<file path="src/rtl/sram_bist_supervisor_if.sv">
// rtl/sram_bist_supervisor_if.sv - start/finish/mismatch handshake between supervisor and SRAM BIST engine
interface sram_bist_supervisor_if;
  logic BIST_start;
  logic BIST_finish;
  logic BIST_mismatch;

  modport master (
    output BIST_start,
    input  BIST_finish,
    input  BIST_mismatch
  );

  modport slave (
    input  BIST_start,
    output BIST_finish,
    output BIST_mismatch
  );
endinterface

</file>
<file path="src/rtl/sram_bist_supervisor.sv">
// rtl/sram_bist_supervisor.sv - launches repeated SRAM BIST runs, watches handshake/runtime, keeps pass/fail stats
module sram_bist_supervisor #(
  parameter int TIMEOUT_CYCLES = 600000,
  parameter int CNT_W          = 20,
  parameter int ACK_TIMEOUT    = 4
) (
  input  logic                 Clock,
  input  logic                 Reset,
  input  logic                 Run_request,
  input  logic [7:0]           Run_count,
  input  logic                 Abort,
  sram_bist_supervisor_if.master bist,
  output logic                 Busy,
  output logic                 Done,
  output logic [7:0]           Pass_count,
  output logic [7:0]           Fail_count,
  output logic [7:0]           First_fail_run,
  output logic                 Timeout_error,
  output logic [CNT_W-1:0]     Last_run_cycles
);

  localparam int ACK_W = $clog2(ACK_TIMEOUT + 1);

  typedef enum logic [2:0] {
    S_IDLE,
    S_WAIT_ACK,
    S_RUNNING,
    S_EVAL,
    S_END
  } state_t;

  state_t            state_q, state_d;
  logic              req_q;
  logic              start_q, start_d;
  logic              busy_d, done_d, timeout_d;
  logic [7:0]        pass_d, fail_d, first_d;
  logic [CNT_W-1:0]  last_d;
  logic              abort_q, abort_d;
  logic              fail_bit_q, fail_bit_d;
  logic [7:0]        run_idx_q, run_idx_d;
  logic [7:0]        target_q, target_d;
  logic [ACK_W-1:0]  ack_q, ack_d;
  logic [CNT_W-1:0]  cyc_q, cyc_d;
  logic              req_edge;

  assign req_edge        = Run_request & ~req_q;
  assign bist.BIST_start = start_q;

  always_comb begin
    state_d    = state_q;
    start_d    = 1'b0;
    busy_d     = Busy;
    done_d     = Done;
    timeout_d  = Timeout_error;
    pass_d     = Pass_count;
    fail_d     = Fail_count;
    first_d    = First_fail_run;
    last_d     = Last_run_cycles;
    abort_d    = abort_q;
    fail_bit_d = fail_bit_q;
    run_idx_d  = run_idx_q;
    target_d   = target_q;
    ack_d      = ack_q;
    cyc_d      = cyc_q;

    case (state_q)
      S_IDLE: begin
        if (req_edge) begin
          target_d  = Run_count;
          pass_d    = '0;
          fail_d    = '0;
          first_d   = '0;
          timeout_d = 1'b0;
          last_d    = '0;
          run_idx_d = 8'd1;
          abort_d   = 1'b0;
          busy_d    = 1'b1;
          done_d    = 1'b0;
          start_d   = 1'b1;
          ack_d     = '0;
          state_d   = S_WAIT_ACK;
        end
      end

      S_WAIT_ACK: begin
        ack_d = ack_q + 1'b1;
        if (Abort) abort_d = 1'b1;
        if (!bist.BIST_finish) begin
          cyc_d   = '0;
          state_d = S_RUNNING;
        end else if (ack_q == ACK_W'(ACK_TIMEOUT - 1)) begin
          timeout_d = 1'b1;
          state_d   = S_END;
        end
      end

      S_RUNNING: begin
        cyc_d = (cyc_q == '1) ? cyc_q : cyc_q + 1'b1;
        if (Abort) abort_d = 1'b1;
        // A finish landing on the timeout cycle is still a valid run.
        if (bist.BIST_finish) begin
          last_d     = cyc_q;
          fail_bit_d = bist.BIST_mismatch;
          state_d    = S_EVAL;
        end else if (cyc_q == CNT_W'(TIMEOUT_CYCLES - 1)) begin
          timeout_d = 1'b1;
          last_d    = cyc_q;
          state_d   = S_END;
        end
      end

      S_EVAL: begin
        if (fail_bit_q) begin
          fail_d = (Fail_count == 8'hFF) ? Fail_count : Fail_count + 8'd1;
          if (First_fail_run == 8'd0) first_d = run_idx_q;
        end else begin
          pass_d = (Pass_count == 8'hFF) ? Pass_count : Pass_count + 8'd1;
        end
        if (abort_q || Abort || (target_q != 8'd0 && run_idx_q == target_q)) begin
          state_d = S_END;
        end else begin
          run_idx_d = (run_idx_q == 8'hFF) ? run_idx_q : run_idx_q + 8'd1;
          start_d   = 1'b1;
          ack_d     = '0;
          state_d   = S_WAIT_ACK;
        end
      end

      S_END: begin
        busy_d  = 1'b0;
        done_d  = 1'b1;
        state_d = S_IDLE;
      end

      default: state_d = S_IDLE;
    endcase
  end

  always_ff @(posedge Clock) begin
    if (Reset) begin
      state_q         <= S_IDLE;
      req_q           <= 1'b0;
      start_q         <= 1'b0;
      Busy            <= 1'b0;
      Done            <= 1'b0;
      Timeout_error   <= 1'b0;
      Pass_count      <= '0;
      Fail_count      <= '0;
      First_fail_run  <= '0;
      Last_run_cycles <= '0;
      abort_q         <= 1'b0;
      fail_bit_q      <= 1'b0;
      run_idx_q       <= '0;
      target_q        <= '0;
      ack_q           <= '0;
      cyc_q           <= '0;
    end else begin
      state_q         <= state_d;
      req_q           <= Run_request;
      start_q         <= start_d;
      Busy            <= busy_d;
      Done            <= done_d;
      Timeout_error   <= timeout_d;
      Pass_count      <= pass_d;
      Fail_count      <= fail_d;
      First_fail_run  <= first_d;
      Last_run_cycles <= last_d;
      abort_q         <= abort_d;
      fail_bit_q      <= fail_bit_d;
      run_idx_q       <= run_idx_d;
      target_q        <= target_d;
      ack_q           <= ack_d;
      cyc_q           <= cyc_d;
    end
  end

endmodule
</file>
<file path="src/flat_wrapper.sv">
// flat-port wrapper written by rule: the top's interface ports become plain ports
module sram_bist_supervisor_flat 
#(
  parameter int TIMEOUT_CYCLES = 600000,
  parameter int CNT_W          = 20,
  parameter int ACK_TIMEOUT    = 4
)
  (Clock, Reset, Run_request, Run_count, Abort, Busy, Done, Pass_count, Fail_count, First_fail_run, Timeout_error, Last_run_cycles, bist_BIST_start, bist_BIST_finish, bist_BIST_mismatch);
  sram_bist_supervisor_if bist_i ();
  input  logic Clock;
  input  logic Reset;
  input  logic Run_request;
  input  logic [7:0] Run_count;
  input  logic Abort;
  output logic Busy;
  output logic Done;
  output logic [7:0] Pass_count;
  output logic [7:0] Fail_count;
  output logic [7:0] First_fail_run;
  output logic Timeout_error;
  output logic [CNT_W-1:0] Last_run_cycles;
  output wire logic [$bits(bist_i.BIST_start)-1:0] bist_BIST_start;
  input wire logic [$bits(bist_i.BIST_finish)-1:0] bist_BIST_finish;
  input wire logic [$bits(bist_i.BIST_mismatch)-1:0] bist_BIST_mismatch;
  assign bist_BIST_start = bist_i.BIST_start;
  assign bist_i.BIST_finish = bist_BIST_finish;
  assign bist_i.BIST_mismatch = bist_BIST_mismatch;
  sram_bist_supervisor #(.TIMEOUT_CYCLES(TIMEOUT_CYCLES), .CNT_W(CNT_W), .ACK_TIMEOUT(ACK_TIMEOUT)) u_core (.Clock(Clock), .Reset(Reset), .Run_request(Run_request), .Run_count(Run_count), .Abort(Abort), .bist(bist_i), .Busy(Busy), .Done(Done), .Pass_count(Pass_count), .Fail_count(Fail_count), .First_fail_run(First_fail_run), .Timeout_error(Timeout_error), .Last_run_cycles(Last_run_cycles));
endmodule
</file>
<file path="config.mk">
export PLATFORM = sky130hd
export DESIGN_NAME = sram_bist_supervisor_flat
export DESIGN_NICKNAME = d
export VERILOG_FILES = /design/src/rtl/sram_bist_supervisor_if.sv /design/src/rtl/sram_bist_supervisor.sv /design/src/flat_wrapper.sv
export SDC_FILE = /design/constraint.sdc
export NUM_CORES = 1
export LEC_CHECK = 0
export BUFFER_PORTS_ARGS = -buffer_cell sky130_fd_sc_hd__buf_2
export CORE_MARGIN = 2
export CORE_UTILIZATION = 25
export CTS_CLUSTER_DIAMETER = 50
export DETAILED_ROUTE_END_ITERATION = 8
export PLACE_DENSITY = 0.49
export SLEW_MARGIN = 30
export SYNTH_ARGS = -nofsm -noshare
export SYNTH_HDL_FRONTEND = slang
export SYNTH_SLANG_ARGS = --single-unit
export TNS_END_PERCENT = 50
</file>
<file path="constraint.sdc">
create_clock -name Clock -period 1.8 [get_ports Clock]
set_input_delay 0.27 -clock Clock [delete_from_list [all_inputs] [get_ports Clock]]
set_output_delay 0.27 -clock Clock [all_outputs]
set_load 0.01 [all_outputs]
</file>
# After elaboration in Yosys (flattened, before gate mapping)
# Index checks and enable logic that the tools add are counted.
# totals
register_bits	93
inputBits	14
out_inout_bits	48
wordCells	123
# op_classes
n_addsub	5
eq_ne	28
mux	45
n_bitwise	2
reduce_logical	27
# ops
cell	count
$mux 20	5
$mux 8	10
$pmux 20 s2	2
$pmux 8 s2	4
$eq 20x20->1 const B	2
$add 8x1->8 const B	3
$eq 8x8->1 const B	3
$mux 3	8
$add 20x1->20 const B	1
$ne 2x2->1 const B	9
$reduce_and 4->1	4
$reduce_and 3->1	5
$ne 2x1->1 const B	6
$pmux 3 s4	1
$reduce_bool 2->1	5
$eq 3x2->1 const B	3
$mux 1	9
$pmux 3 s3	1
$eq 8x8->1	1
$logic_not 8->1	1
$pmux 1 s2	4
$reduce_bool 8->1	1
$ne 3x2->1 const B	2
$reduce_and 2->1	3
other kinds (12)	14

# Depth between registers and ports, before layout
# depth
depth_word	5
mapped_depth	8
mapped_depth_nobuf	6

# Worst setup path after synthesis
# OpenSTA, ideal clock, no wires.
# synth_timing
kind	register -> register
start	reg u_core.cyc_q[0]
end	reg u_core.cyc_q[1]
setup_ns	0.128
t_arrival_ns	1.820
required_time_ns	1.672
setup_slack_ns	-0.147
stages_incl_launch_ff	8
n_path_buf	1
period_less_slack_ns	1.947
path_cell_list	dfxtp_1 ha_1 nand2_1 or4_4 o31ai_4 buf_6 mux2i_1 nor2_1
# synth_via
elab_chain_len	3
elab_cells_between_ends	6
cone_classes	1 x add/sub; 2 x eq/ne; 2 x mux; 1 x reduce/logical
# synth_rtl
element	line	source
from (decl)	sram_bist_supervisor.sv:43	logic [CNT_W-1:0] cyc_q, cyc_d;
from (signal assigned)	sram_bist_supervisor.sv:173	cyc_q <= cyc_d;
$add 20x1->20 / $eq 20x20->1 (equally long branches)	sram_bist_supervisor.sv:98	cyc_d = (cyc_q == '1) ? cyc_q : cyc_q + 1'b1;
$mux 20 / $ne 2x2->1 (equally long branches)	--	
$pmux 20 s2 / $reduce_and 3->1 (equally long branches)	--	
# Parallel ways exist; a longest one is shown, timed or not. The select of a mux whose other input is x is not followed.
# A chain may end at the register's enable or synchronous reset.

# Worst setup path after layout
# layout_timing
start	reg u_core.state_q[1]
end	reg u_core.cyc_q[10]
# layout_via
elab_chain_len	3
elab_cells_between_ends	7
cone_classes	4 x eq/ne; 1 x mux; 2 x reduce/logical
# layout_rtl
element	line	source
from (decl)	sram_bist_supervisor.sv:32	state_t state_q, state_d;
from (signal assigned)	sram_bist_supervisor.sv:158	state_q <= state_d;
$eq 3x2->1 / $eq 3x1->1 (equally long branches)	sram_bist_supervisor.sv:66	case (state_q)
$ne 2x2->1 (no source line) / $reduce_bool 2->1 (equally long branches)	--	
$reduce_and 3->1 (no source line)	--	
# Parallel ways exist; a longest one is shown, timed or not.

==> impl_metrics.ini <==
[yosys]
synth_compound_area_share_pct = 22.4
ys_ff_latch = 93
synthTopCellsByCount = dfxtp_1, nand2_1, a21oi_1
synth_flop_cell = dfxtp_1
syn_inst = 481
synth_top_family_by_area = simple AND/OR/NAND/NOR gates
yosysTopAreaCell = dfxtp_1
yosysMostFrequentCell = dfxtp_1
synth_adder_area_share_pct = 1.76
synthSimpleGateAreaFrac_pct = 22.9
syn_avg_cell_area_um2 = 8.85
async_flop_share_pct = 0
synth_cell_types = 60
synth_nets = 501
synth_xor_area_share_pct = 4.32
synthTopCellsByArea = dfxtp_1, a21oi_1, nand2_1
synth-edff-count = 0
yosys_warnings = 0
synth_top_area_share_pct = 43.7
yosysSeqAreaShare_pct = 43.7
synth_area_mm2 = 0.00426
yosys-mux-area-fraction_pct = 0.735

[worst_setup_path]
start_kind = flop
required_ns = 2.08
crit_path_end_kind = flop
r2r_cells = 6
r2r_slack_ns = -0.12
critPathKind = flop to flop
path_max_fanout = 13
r2r_end = u_core.cyc_q[10]
arrival_ns = 2.20
reg2reg_from = u_core.state_q[1]

[place]
place.gp.congestion = 0.809
dp_hpwl_um = 8910
dp_cells = 820
portBuffers = 61

[die]
die_w_um = 134
fp.dieH_um = 134
io_pins = 62
die_area_mm2 = 0.0181
start_util_pct = 25.6
core_mm2 = 0.0166
num_rows = 47

[drt]
vias = 4166
drt_wl_total_um = 13000
drc = 0
dr.pass1.iters = 4
ant_nets = 0
viasPerCell = 4.90
dr.first_iter.drc_count = 177
avgRoutedWirePerCell_um = 15.2

[power]
power_density_mw_per_mm2 = 809
clkPwrFrac_pct = 43.7
power.share.combinational_pct = 13.3
p_leak_nw = 2.46
seqPwrFrac_pct = 42.9
irDropWorstVdd_uv = 516
p_sw_w = 0.00119
p_int_w = 0.00380
p_sw_share_pct = 23.9

[cells_and_area]
area_growth_pct = 44.9
nets = 645
fill_cells = 1702
diodes = 0
post_route_cells_drive_above_1_share_pct = 37.5
fin_cells = 850

[sta]
hold_viol = 0
fin_crit_sh_pct = 106
max_freq_mhz = 522
tightest_slew_ns = 0.466
layout_setup_ws_ns = -0.116
period_needed_ns = 1.92
slew_headroom_pct = 68.8
final-setup-viol-count = 39
drv_slew = 0
clock_skew_ns = 0.00745
rsz0062_at_grt = yes
tns_ns = -2.18

[worst_hold_path]
hold_path_class = input port to flop
hold_depth = 3
holdPathEnd = u_core.target_q[5]
hold_start = Run_count[5]

[clock_tree]
htreeDepth = 3
cts-root-buf = clkbuf_16
cts_buffer_depth = 2
cts_hold_buf = 0
clkLatencyLatePin_ns = 0.34
cts_made_buffers = 9
clk_pin_slew_worst_paths_ns = 0.06
cts_num_sinks = 93
cts_tree = built

[grt]
grt-ovfl-total = 0
grt_max_degree = 20
globalRouteTotalUtil_pct = 14.4
grt_pass1_wl_um = 20900
grt_pass1_vias = 4155
antenna_found_initial = 0

[job]
cap_violations = 0

[outcome]
status = complete, but fails checks
failed_checks = negative setup slack
## worst max path at each step
stage,cells past startpoint,slack (ns),end,from
detailed placement,6,-0.23,u_core.cyc_q[1],u_core.cyc_q[1]
global route,6,-0.20,u_core.cyc_q[17],u_core.state_q[1]
finish,6,-0.12,u_core.cyc_q[10],u_core.state_q[1]
CTS,6,-0.12,u_core.cyc_q[18],u_core.state_q[0]
global placement,6,-0.22,u_core.cyc_q[1],u_core.cyc_q[1]
floorplan,7,-0.14,u_core.cyc_q[1],u_core.state_q[0]
## power groups by stage
stage          combinational [W]  sequential (W)  clock [W]
6_report                0.000665         0.00214    0.00218
4_1_cts                 0.000656         0.00214    0.00225
3_5_place_dp            0.000558         0.00218          0
5_1_grt                 0.000721         0.00215    0.00233
3_3_place_gp            0.000547         0.00218          0
2_1_floorplan           0.000336         0.00218          0
## through the flow
| stage | cell area, µm² | hold slack [ns] | power (W) | setup slack (ns) | utilization, % |
|---|---|---|---|---|---|
| CTS | 6050 | 0.144 | 0.00505 | -0.116 | 36.4 |
| global route | 6170 | 0.156 | 0.00520 | -0.198 | 37.1 |
| detailed placement | 5390 | 0.461 | 0.00274 | -0.228 | 32.4 |
| floorplan | 4290 | 0.398 | 0.00252 | -0.143 | - |
| global placement | 5390 | 0.454 | 0.00273 | -0.216 | 32.4 |
| finish | 6170 | 0.160 | 0.00499 | -0.116 | 37.1 |
## routing by layer
layer / track usage (%) / routed length [µm] / share of wire (%) / vias to the layer above
met1: 17.3 / 5730 / 44 / 2020
met5: 0 / 0 / 0 / -
met4: 3.16 / 105 / 0.81 / 0
met2: 26.0 / 6660 / 51 / 71
li1: - / - / - / 2066
met3: 3.42 / 463 / 3.6 / 9
## registers in the layout, indices dropped and copies added, names as in the netlist, 3 cells and up
| signal | cells |
|---|---|
| u_core.run_idx_q | 8 |
| u_core.target_q | 8 |
| u_core.cyc_q | 20 |
| u_core.ack_q | 3 |
| u_core.Last_run_cycles | 20 |
| u_core.First_fail_run | 8 |
| u_core.Fail_count | 8 |
| u_core.Pass_count | 8 |
| u_core.state_q | 3 |
## cell usage in the layout (no fill, tap or decap), types with 5 or more instances in the layout
| cell | n |
|---|---|
| a21oi_1 | 42 |
| a21oi_2 | 5 |
| a22o_1 | 20 |
| a31oi_1 | 5 |
| and3_1 | 10 |
| buf_2 | 61 |
| buf_4 | 84 |
| buf_6 | 10 |
| clkbuf_16 | 10 |
| dfxtp_1 | 80 |
| dfxtp_2 | 13 |
| inv_1 | 9 |
| nand2_1 | 52 |
| nand3_1 | 22 |
| nand4_1 | 9 |
| nor2_1 | 24 |
| nor2b_1 | 7 |
| o211ai_1 | 7 |
| o21ai_0 | 6 |
| o21ai_1 | 7 |
| or3_1 | 9 |
| xnor2_1 | 13 |
| xor2_1 | 8 |
## layout make-up
class	count	area, µm²	area share [%]
Tap cell	220	275	4.46
Clock inverter	4	95.1	1.54
Timing Repair Buffer	160	1160	18.8
Multi-Input combinational cell	351	2480	40.1
Inverter	10	37.5	0.608
Clock buffer	12	246	4.00
Sequential cell	93	1880	30.4
## worst max-delay path: stages, from the launching register on
cell and delay, ns:
dfxtp_2 0.35, or3b_4 0.40, a21oi_4 0.25, o311ai_4 0.14
buf_12 0.17, or4_1 0.41, a21oi_2 0.13
## repair_timing
action,CTS,global route
setup buffers,8,5
pin swaps,22,37
cloned,4,1
setup endpoints to repair,74,76
resized for setup,37,40
## cells by family (layout without fill, tap and decap cells)
logic type      Yosys count  after routing
xor+xnor                 21             21
compound gates          134            135
flops                    93             93
simple gates            186            186
buf+inv                  38            186
mux                       3              3
fa+ha+maj                 6              6
(Power assumes the default switching activity.)
